<file path="src/rtl/fixed_pkg.sv">
// Shared fixed-point helpers for the ray-march datapath (Q16.16 by default).
// Holds the word format, the vec3 type and small arithmetic helpers.
package fixed_pkg;

  localparam int BITS  = 32;
  localparam int FIXED = 16;

  typedef struct packed {
    logic signed [BITS-1:0] x;
    logic signed [BITS-1:0] y;
    logic signed [BITS-1:0] z;
  } vec3;

  function automatic logic signed [BITS-1:0] to_fixed(input int i);
    logic signed [BITS-1:0] t;
    t = BITS'(i);
    return t <<< FIXED;
  endfunction

  // Full-width product, then drop FIXED fraction bits to return to Q-format.
  function automatic logic signed [BITS-1:0] mult(input logic signed [BITS-1:0] x,
                                                  input logic signed [BITS-1:0] y);
    logic signed [2*BITS-1:0] p;
    p = x * y;
    return BITS'(p >>> FIXED);
  endfunction

  function automatic logic signed [BITS-1:0] abs(input logic signed [BITS-1:0] x);
    return x[BITS-1] ? -x : x;
  endfunction

  function automatic logic signed [BITS-1:0] signed_minimum();
    return {1'b1, {(BITS-1){1'b0}}};
  endfunction

endpackage

</file>
<file path="src/rtl/div.sv">
// Sequential signed fixed-point divider, one quotient bit per clock (restoring).
// Define DIV_SATURATE_EN to saturate val on overflow / divide-by-zero instead of zeroing it.
module div
  import fixed_pkg::*;
#(
  parameter int WIDTH = BITS,
  parameter int FBITS = FIXED
) (
  input  logic             clk,
  input  logic             rst,
  input  logic             start,
  input  logic [WIDTH-1:0] a,
  input  logic [WIDTH-1:0] b,
  output logic             done,
  output logic             valid,
  output logic [WIDTH-1:0] val
);

  localparam int STEPS = WIDTH + FBITS;
  localparam int CW    = $clog2(STEPS + 1);

  localparam logic [1:0] S_IDLE = 2'd0;
  localparam logic [1:0] S_CALC = 2'd1;
  localparam logic [1:0] S_FIN  = 2'd2;

  localparam logic [STEPS-1:0] MAX_POS = {{(FBITS+1){1'b0}}, {(WIDTH-1){1'b1}}};
  localparam logic [STEPS-1:0] MIN_MAG = {{FBITS{1'b0}}, 1'b1, {(WIDTH-1){1'b0}}};

  logic [1:0]         r_state;
  logic [2*WIDTH-1:0] r_rem;
  logic [2*WIDTH-1:0] r_quo;
  logic [WIDTH-1:0]   r_divisor;
  logic               r_sign;
  logic               r_dz;
  logic [CW-1:0]      r_cnt;
  logic               r_done;
  logic               r_valid;
  logic [WIDTH-1:0]   r_val;

  logic [WIDTH-1:0]   w_absA;
  logic [WIDTH-1:0]   w_absB;
  logic [2*WIDTH:0]   w_remShift;
  logic               w_ge;
  logic [2*WIDTH-1:0] w_diff;
  logic [STEPS-1:0]   w_mag;
  logic               w_ovf;
  logic [WIDTH-1:0]   w_result;
  logic [WIDTH-1:0]   w_badVal;

  assign w_absA = a[WIDTH-1] ? -a : a;
  assign w_absB = b[WIDTH-1] ? -b : b;

  // The shifted dividend sits left-aligned in r_quo; its MSB feeds the remainder
  // while quotient bits fill in from the bottom.
  assign w_remShift = {r_rem, r_quo[2*WIDTH-1]};
  assign w_ge       = w_remShift >= {{(WIDTH+1){1'b0}}, r_divisor};
  assign w_diff     = w_remShift[2*WIDTH-1:0] - {{WIDTH{1'b0}}, r_divisor};

  assign w_mag    = r_quo[STEPS-1:0];
  assign w_ovf    = (w_mag > MAX_POS) && !(r_sign && (w_mag == MIN_MAG));
  assign w_result = r_sign ? -w_mag[WIDTH-1:0] : w_mag[WIDTH-1:0];

`ifdef DIV_SATURATE_EN
  logic r_aSign;

  always_ff @(posedge clk or posedge rst) begin
    if (rst)
      r_aSign <= 1'b0;
    else if (r_state == S_IDLE && start)
      r_aSign <= a[WIDTH-1];
  end

  // Divide-by-zero has no quotient sign, so saturate toward the dividend's sign.
  assign w_badVal = (r_dz ? r_aSign : r_sign) ? {1'b1, {(WIDTH-1){1'b0}}}
                                              : {1'b0, {(WIDTH-1){1'b1}}};
`else
  assign w_badVal = '0;
`endif

  always_ff @(posedge clk or posedge rst) begin
    if (rst) begin
      r_state   <= S_IDLE;
      r_rem     <= '0;
      r_quo     <= '0;
      r_divisor <= '0;
      r_sign    <= 1'b0;
      r_dz      <= 1'b0;
      r_cnt     <= '0;
      r_done    <= 1'b0;
      r_valid   <= 1'b0;
      r_val     <= '0;
    end else begin
      case (r_state)
        S_IDLE: begin
          if (start) begin
            r_rem     <= '0;
            r_quo     <= {w_absA, {WIDTH{1'b0}}};
            r_divisor <= w_absB;
            r_sign    <= a[WIDTH-1] ^ b[WIDTH-1];
            r_dz      <= (b == '0);
            r_cnt     <= '0;
            r_done    <= 1'b0;
            r_valid   <= 1'b0;
            r_state   <= (b == '0) ? S_FIN : S_CALC;
          end
        end
        S_CALC: begin
          r_rem <= w_ge ? w_diff : w_remShift[2*WIDTH-1:0];
          r_quo <= {r_quo[2*WIDTH-2:0], w_ge};
          r_cnt <= r_cnt + CW'(1);
          if (r_cnt == CW'(STEPS - 1))
            r_state <= S_FIN;
        end
        S_FIN: begin
          r_done  <= 1'b1;
          r_state <= S_IDLE;
          if (r_dz || w_ovf) begin
            r_valid <= 1'b0;
            r_val   <= w_badVal;
          end else begin
            r_valid <= 1'b1;
            r_val   <= w_result;
          end
        end
        default: r_state <= S_IDLE;
      endcase
    end
  end

  assign done  = r_done;
  assign valid = r_valid;
  assign val   = r_val;

endmodule

</file>
<file path="config.mk">
export PLATFORM = sky130hd
export DESIGN_NAME = div
export DESIGN_NICKNAME = d
export VERILOG_FILES = /design/src/rtl/fixed_pkg.sv /design/src/rtl/div.sv
export SDC_FILE = /design/constraint.sdc
export NUM_CORES = 1
export LEC_CHECK = 0
export BUFFER_PORTS_ARGS = -buffer_cell sky130_fd_sc_hd__buf_2
export CORE_MARGIN = 2
export CORE_UTILIZATION = 51
export DETAILED_ROUTE_END_ITERATION = 10
export PLACE_DENSITY = 0.69
export SLEW_MARGIN = 20
export SYNTH_ARGS = -nofsm -noshare
export SYNTH_HDL_FRONTEND = slang
export SYNTH_SLANG_ARGS = --single-unit
</file>
<file path="constraint.sdc">
create_clock -name clk -period 9.9 [get_ports clk]
set_input_delay 0.495 -clock clk [delete_from_list [all_inputs] [get_ports clk]]
set_output_delay 0.495 -clock clk [all_outputs]
set_load 0.005 [all_outputs]
</file>
Word-level counts from Yosys, hierarchy flattened
Index checks and enable logic that the tools add are counted.

word-level totals
  flip-flop bits (word level) = 204
  input port bits = 67
  output and inout port bits = 34
  logic and storage cells = 55

operators by class
  add/subtract/negate cells = 5
  order comparisons = 2
  equality and inequality tests = 6
  muxes and demuxes = 19
  bitwise gates (word level) = 1
  reductions and logical operators = 12

operator list
  kind                                                                                count
  64-bit case mux with 2 select lines                                                 2
  64-bit two-way mux                                                                  3
  32-bit two-way mux                                                                  4
  32-bit negator                                                                      3
  65-bit by 32-bit greater-or-equal comparator with 1-bit output                      1
  64-bit by 32-bit subtractor with 64-bit output                                      1
  48-bit by 32-bit equality test with 1-bit output (second input constant)            1
  48-bit by 31-bit greater-than comparator with 1-bit output (second input constant)  1
  32-bit logical NOT                                                                  1
  6-bit case mux with 2 select lines                                                  1
  2-bit AND reduction                                                                 4
  6-bit by 1-bit adder with 6-bit output (second input constant)                      1
  6-bit equality test (second input constant)                                         1
  2-bit two-way mux                                                                   3
  6-bit two-way mux                                                                   1
  2-bit != test (second input constant)                                               2
  1-bit case mux with 2 select lines                                                  2
  2-bit case mux with 2 select lines                                                  1
  2-bit nonzero test                                                                  2
  2-bit by 1-bit equality test with 1-bit output (second input constant)              1
  2-bit equality test (second input constant)                                         1
  1-bit logical AND                                                                   2
  2-bit logical NOT                                                                   1
  1-bit two-way mux                                                                   2
  3 further kinds                                                                     3

Longest topological paths before layout
Gate-level depths: netlist of the first run.

  depth after elaboration = 7
  gate-level depth with buffers = 13
  mapped depth without buffers = 11

Worst setup path before layout of the first run
OpenSTA, ideal clock, no wires.

  path type = reg-to-reg
  start point = reg r_quo[4]
  end point = reg r_val[8] (netlist: val[8])
  setup time = 76 ps
  data arrival time = 2941 ps
  required time = 9824 ps
  path slack = 6883 ps
  stages on the path, launching flop included = 10
  path buffers = 1
  period minus slack after synthesis = 3017 ps
  path through = dfrtp_1 -> or2_4 -> or4_4 -> or4_4 -> or4_4 -> nand2b_4 -> o21ai_4 -> nand4_4 -> buf_6 -> o21ai_1

between the ends
  longest elaborated chain between the ends = 6
  elaborated cells between the ends (all ways) = 9
  those cells by class = add/sub: 1; order compare: 1; eq/ne: 1; mux: 2; reduce/logical: 4

RTL lines
  what                                                                                                                line        source
  from (decl)                                                                                                         div.sv:31   logic [2*WIDTH-1:0] r_quo;
  from (signal assigned)                                                                                              div.sv:97   r_quo <= {w_absA, {WIDTH{1'b0}}};
  from (signal assigned)                                                                                              div.sv:109  r_quo <= {r_quo[2*WIDTH-2:0], w_ge};
  parallel branches: the longest is 5 deep, another holds 48-bit by 31-bit greater-than comparator with 1-bit output  -
  32-bit two-way mux (*)                                                                                              div.sv:117  if (r_dz || w_ovf) begin
  to (signal assigned)                                                                                                div.sv:119  r_val <= w_badVal;
  to (signal assigned)                                                                                                div.sv:122  r_val <= w_result;
  to (decl)                                                                                                           div.sv:38   logic [WIDTH-1:0] r_val;

Every way passes the cells marked *.
A chain may end at the register's enable or synchronous reset.

Worst setup path after layout of the first run
  start point = reg r_rem[38]
  end point = reg r_rem[61]

between the ends
  longest elaborated chain between the ends = 3
  elaborated cells between the ends (all ways) = 4
  those cells by class = add/sub: 1; order compare: 1; mux: 2

RTL lines
  what                                                                                                                              line                  source
  from (decl)                                                                                                                       div.sv:30             logic [2*WIDTH-1:0] r_rem;
  from (signal assigned)                                                                                                            div.sv:108            r_rem <= w_ge ? w_diff : w_remShift[2*WIDTH-1:0];
  64-bit by 32-bit subtractor with 64-bit output or 65-bit by 32-bit greater-or-equal comparator with 1-bit output (tied branches)  div.sv:57, div.sv:56
  64-bit two-way mux (*)                                                                                                            div.sv:108
  64-bit case mux with 2 select lines (*)                                                                                           div.sv:93             case (r_state)

Mark *: on every way between the ends. The rest lies on a longest branch, timed or not.

==> summary.txt, run 1 <==
Place
  – Routability cong.: 0.974
  – I/O Buffers: 100
  – Post-DP Area: ~0.014 mm2
  – Post-DP HPWL: between 20000 and 25000 um
  – Dpl cells: 1856

Critical path
  – CP max FO: 32
  – Worst flop-to-flop path endpoint: r_rem[61]$_DFFE_PP0P_
  – WP data arrival: between 4000 and 5000 ps
  – Crit path launch type: register
  – Kind of critical path: register to register
  – Worst setup EP type: register
  – Worst R2R Start: r_rem[38]$_DFFE_PP0P_
  – Worst Path Required: roughly 10000 ps
  – Reg2Reg Setup Slack: approximately 5400 ps
  – Reg2Reg Depth: 8

Drt
  – Vias: around 11000
  – DRT Wirelength: ~33000 um
  – Avg Vias per Cell: around 6
  – WL/cell: ~17 um
  – First-pass iteration count of the detailed router: 5
  – Post-route ant nets: 0
  – DR DRC count: 0
  – Initial DRC Count: 969

Timing
  – Relative slew slack: 0.300
  – Hold Slack: approximately 16 ps
  – Final Hold Vio Count: 0
  – Sum of negative setup slack: 0 ps
  – Slew Limit Fails: 0
  – Setup-failing EPs final: 0
  – Worst slew pin tran: 1050 ps
  – FMAX: 223 MHz
  – Final Cycle Share: 0.452
  – RSZ-0062 raised after global routing: no
  – Worst Skew: 13.1 ps
  – Final Critical Period: 4480 ps

Yosys
  – Cell Area, Synth: approximately 0.013 mm2
  – Post-synth top area cell: dfrtp_1
  – Syn_area_per_cell: roughly 8.6 um2
  – Top cells by count, synth: 228 x nand2_1, 204 x dfrtp_1, 159 x o21ai_0
  – Synth cell types: 70
  – Share of flip-flops with an asynchronous set or reset: 1.00
  – Synth area leaders: dfrtp_1 39%, nand2_1 6.6%, o21ai_0 6.1%, xor2_1 5.5%, ha_1 3.5%
  – Flops & latches, synth: approximately 200
  – Synth top area share: 0.393
  – Syn_nets: 1616
  – Syn Inst Count: approximately 1500
  – Sequential area share after synthesis: 0.393
  – Synth warn: 0
  – Synth Flop Type: dfrtp_1
  – Most frequent cell after synthesis: nand2_1
  – Post-synth EDFFs: 0

Cells and area
  – Final core occ: 0.572
  – Layout Cells excl Fill: 1898
  – Area grow syn2layout: 10.6%
  – # nets final: between 1500 and 2000
  – Number of diodes: 0
  – Share of cells above drive strength 1: 0.117
  – Final Instance Area: 0.0144 mm2

CTS
  – H-tree depth: 1
  – Reg clk slew, reported paths: 60 ps
  – Clock Sinks: approximately 200
  – CTS Buffer Depth: 3
  – Clk Latency, worst-skew pair: 530 ps
  – CTS resizes: 0
  – CTS root buf: clkbuf_16
  – TritonCTS clock tree: built
  – Hold Buf Count CTS: 0
  – Number of buffers created by CTS: 23
  – Post-CTS Setup Bufs: 0

Floorplanning
  – Floorplan row count: 58
  – Core Box Area: 0.0251 mm2
  – Initial Util: 0.517
  – Io pins: just over 100
  – Die area: between 0.02 and 0.03 mm2
  – Die width: 164 um
  – Die Y: between 150 and 200 um

Global route
  – Largest net degree at the start of global routing: 77
  – First-pass GRT wire length: 55000 um
  – Grt total ovfl: 0
  – Initial antenna violation count: 0
  – GRT Resource Usage Total: 0.250
  – Vias in the first global route: around 11000

Worst hold path
  – Hold WC Path Type: primary input to async pin

Power and ir drop
  – PwrDens: 208 mW/mm2
  – Leak: between 5 and 6 nW
  – Peak supply drop: about 0.14 mV

Run
  – MaxCap Viol Count: 0

Run status
  – Run status: finished, final reports clean
cells in the final DEF, fill, tap and decap left out, types with 6 or more instances in the layout:
| master | synthesis | routed |
|---|---|---|
| or4_1 | 21 | 21 |
| nand4_1 | 20 | 20 |
| inv_1 | 49 | 48 |
| or3_1 | 16 | 16 |
| a32oi_1 | 14 | 14 |
| nand2b_1 | 11 | 10 |
| o22ai_1 | 12 | 12 |
| dfrtp_1 | 204 | 204 |
| xnor2_1 | 44 | 44 |
| and2_1 | 11 | 11 |
| a31oi_1 | 12 | 12 |
| ha_1 | 36 | 36 |
| o21ai_1 | 24 | 24 |
| o31ai_1 | 28 | 28 |
| nor2_1 | 63 | 61 |
| nand3_1 | 33 | 33 |
| o211ai_1 | 22 | 22 |
| and3_1 | 9 | 9 |
| a211oi_1 | 6 | 6 |
| a21oi_1 | 66 | 66 |
| mux2i_1 | 27 | 27 |
| nand2_1 | 228 | 227 |
| a22o_1 | 33 | 33 |
| o41ai_1 | 15 | 15 |
| nor3_1 | 35 | 35 |
| clkinv_2 | 0 | 8 |
| a22oi_1 | 20 | 20 |
| buf_4 | 1 | 9 |
| a21o_1 | 19 | 19 |
| o21ai_2 | 7 | 7 |
| nor4_1 | 21 | 21 |
| o21ai_0 | 159 | 159 |
| buf_2 | 4 | 100 |
| or2_2 | 8 | 7 |
| clkbuf_16 | 0 | 23 |
| xor2_1 | 82 | 82 |
stage by stage:
stage	worst slack (ps)	total power, W
after floorplan	3840	0.00186
after global placement	5710	0.00211
after detailed placement	5580	0.00213
after CTS	5550	0.00299
after global routing	5140	0.00319
final	5420	0.00299
sequential cells by signal, summed over array words and instances (netlist names):
signal and count:
r_dz 1, valid 1, r_rem 64, r_cnt 6
r_sign 1, val 32, r_quo 64, r_state 2
r_divisor 32, done 1
cell families (layout without fill, tap and decap cells):
logic type / count (synthesis) / in the layout / share of synthesized area
multiplexers: 27 / 27 / 0.0208
buffers and inverters: 144 / 200 / 0.0440
flip-flops: 204 / 204 / 0.393
AND/OR/NAND/NOR: 502 / 502 / 0.187
adder cells (fa/ha/maj): 37 / 37 / 0.0362
AO/OA/AOI/OAI: 472 / 472 / 0.234
XOR/XNOR: 126 / 126 / 0.0849
final cells by class:
cell class / count / area (um2)
well taps: 330 / 413
flip-flops and latches: 204 / 5100
multi-input cells: 1164 / 7330
fillers: 2294 / 10700
clock inverters: 13 / 115
inverters: 49 / 191
repair buffers: 109 / 568
clock buffers: 29 / 638
routing by layer:
metal,track usage,vias up,share of wire
li1,-,5577,-
met1,0.360,5451,0.47
met2,0.395,309,0.46
met3,0.0394,52,0.055
met4,0.0618,0,0.023
met5,0,-,0
how the worst max path moves through the flow:
stage	start	endpoint	slack, ps	cells past startpoint
after global placement	r_rem[34]$_DFFE_PP0P_	r_rem[61]$_DFFE_PP0P_	5710	8
after CTS	r_rem[53]$_DFFE_PP0P_	r_rem[61]$_DFFE_PP0P_	5550	8
final	r_rem[38]$_DFFE_PP0P_	r_rem[61]$_DFFE_PP0P_	5420	8
after global routing	r_rem[53]$_DFFE_PP0P_	r_rem[61]$_DFFE_PP0P_	5140	8
after detailed placement	r_rem[53]$_DFFE_PP0P_	r_rem[61]$_DFFE_PP0P_	5580	8
after floorplan	rst	done$_DFFE_PP0P_	3840	1
power breakdown:
part | switching [W] | internal (W) | leakage, nW
sequential | 0.000102 | 0.000929 | 2.33
clock | 0.000360 | 0.000488 | 0.379
combinational | 0.000665 | 0.000442 | 3.13
total | 0.00113 | 0.00186 | 5.84
critical path, cell delays in order, from the launching register on:
cell and delay (ps):
dfrtp_1 460, nor4_1 580, nand4bb_1 440, nor4_1 490
o211ai_1 180, nor2b_1 790, nand2_2 770, nand4_1 240
or3b_1 350
No activity file was read; power rests on OpenSTA's default activity.
==> run 2, diff against run 1 <==
PLACE_DENSITY = 0.72   (was 0.69)
clock period = 4 ns   (was 9.9 ns; I/O delays follow)
==> run 2 against run 1 <==
Effect of this change: non-clock buffer count is 27 higher; sequential share of layout area shrank 0.84 points; utilization is 1.4 points higher; die area unchanged; count of clock-buffer cells in the layout unchanged.
==> summary.txt, run 2 (same netlist as run 1, synthesis figures left out) <==
Global route
  – Grt total ovfl: 0
  – Met3 usage: 0.0277
  – First-pass GRT wire length: 53900 um
  – Initial antenna violation count: 0
  – Global route hottest layer: met2
  – Largest net degree at the start of global routing: about 110
  – Met2 Usage GRT: 0.404
  – GRT Resource Usage Total: 0.245
  – GR Util met1: 0.344
  – Vias in the first global route: about 11000

Power and ir drop
  – PwrDens: 517 mW/mm2
  – Peak supply drop: 0.318 mV
  – Leak: about 6 nW

Critical path
  – WP data arrival: around 4000 ps
  – Reg2Reg Setup Slack: 460 ps
  – Crit. Startpoint: r_quo[0]$_DFFE_PP0P_
  – CP max FO: 33
  – Worst Path Required: 4440 ps
  – Kind of critical path: register to register
  – Worst setup EP type: register
  – Crit path launch type: register
  – Worst R2R Start: r_quo[0]$_DFFE_PP0P_

Place
  – Post-DP HPWL: around 23000 um
  – Dpl cells: 1869
  – I/O Buffers: 100
  – Routability cong.: around 0.97
  – Post-DP Area: around 0.014 mm2
  – Post-Place Worst Slack: 456 ps

Cells and area
  – Number of diodes: 0
  – # nets final: around 1700
  – Commonest non-fill, non-tap cell in the layout: nand2_1
  – Area grow syn2layout: 13.2%
  – Largest registers: r_quo: 64 flops, r_rem: 64 flops
  – Most frequent cells in the layout: 227 x nand2_1, 204 x dfrtp_1, 159 x o21ai_0
  – Final core occ: 0.586
  – Final Instance Area: roughly 0.015 mm2
  – Layout Cells excl Fill: a little under 2000
  – Share of cells above drive strength 1: 0.123

CTS
  – CTS root buf: clkbuf_16
  – Reg clk slew, reported paths: 70 ps
  – Hold Buf Count CTS: 14
  – Clock Sinks: 204
  – Number of buffers created by CTS: 24
  – H-tree depth: 1
  – CTS Buffer Depth: 3
  – Post-CTS Setup Bufs: 0
  – TritonCTS clock tree: built
  – CTS resizes: 0
  – Clk Latency, worst-skew pair: roughly 530 ps

Floorplanning
  – Die width: between 150 and 200 um
  – Floorplan row count: 58
  – Initial Util: 0.517
  – Die Y: 164 um
  – Core Box Area: between 0.02 and 0.03 mm2
  – Io pins: between 100 and 150
  – Die area: about 0.027 mm2

Drt
  – DR DRC count: 0
  – Post-route ant nets: 0
  – First-pass iteration count of the detailed router: 5
  – WL/cell: between 15 and 20 um
  – Initial DRC Count: 851
  – DRT Wirelength: 32800 um
  – Avg Vias per Cell: 5.97
  – Vias: 11493

Worst hold path
  – Hold path start: b[0]
  – Hold WC Path Type: primary input to register

Timing
  – Final Critical Period: between 3000 and 4000 ps
  – Worst slew pin tran: 1110 ps
  – Worst Skew: ~17 ps
  – Sum of negative setup slack: 0 ps
  – FMAX: between 200 and 300 MHz
  – Relative slew slack: 0.259
  – Final Cycle Share: 0.885
  – Final Hold Vio Count: 0
  – Setup-failing EPs final: 0
  – Slew Limit Fails: 0
  – RSZ-0062 raised after global routing: no
  – Setup WS post-layout: 462 ps

Run status
  – Run status: finished, final reports clean

Run
  – MaxCap Viol Count: 0
[run 2: final timing paths]
kind                                            end  cells after the start
setup / recovery                val[14]$_DFFE_PP0P_                     10
hold / removal             r_divisor[0]$_DFFE_PP0P_                      3
setup reg to reg                val[14]$_DFFE_PP0P_                     10
hold reg to reg                 val[29]$_DFFE_PP0P_                      2
max in group asynchronous     r_rem[42]$_DFFE_PP0P_                      4
min in group asynchronous         valid$_DFFE_PP0P_                      3
[run 2: worst max-delay path, cell delays in order (launching register included)]
cell and delay (ps):
dfrtp_1 380, inv_1 150, ha_1 200, nand2b_1 90
or4_4 440, or4_4 530, or4_4 530, nand2b_4 180
o21ai_4 180, nand4_4 450, o21ai_1 300
[run 2: layout make-up]
cell class                      count  area [um2]
Clock buffer                       29         649
Fill cell                        2282       10400
Tap cell                          330         413
Clock inverter                     14         195
Multi-Input combinational cell   1164        7330
Timing Repair Buffer              136         831
Sequential cell                   204        5100
Inverter                           49         188
[run 2: power breakdown]
part	internal (W)	switching [W]
clock network	0.00142	0.000900
logic	0.00111	0.00164
registers	0.00230	0.000241
total	0.00483	0.00278
[run 2: routing by layer]
metal	up-vias	routed length (um)
met5	-	0
met4	0	657
met3	48	1750
met2	347	15300
met1	5470	15100
li1	5628	-
[run 2: metrics by stage]
| stage | hold slack, ps | power [W] |
|---|---|---|
| floorplan | 380 | 0.00460 |
| global placement | 95.0 | 0.00523 |
| detailed placement | 97.2 | 0.00526 |
| CTS | 1.66 | 0.00762 |
| global route | 20.1 | 0.00810 |
| finish | 10.9 | 0.00760 |
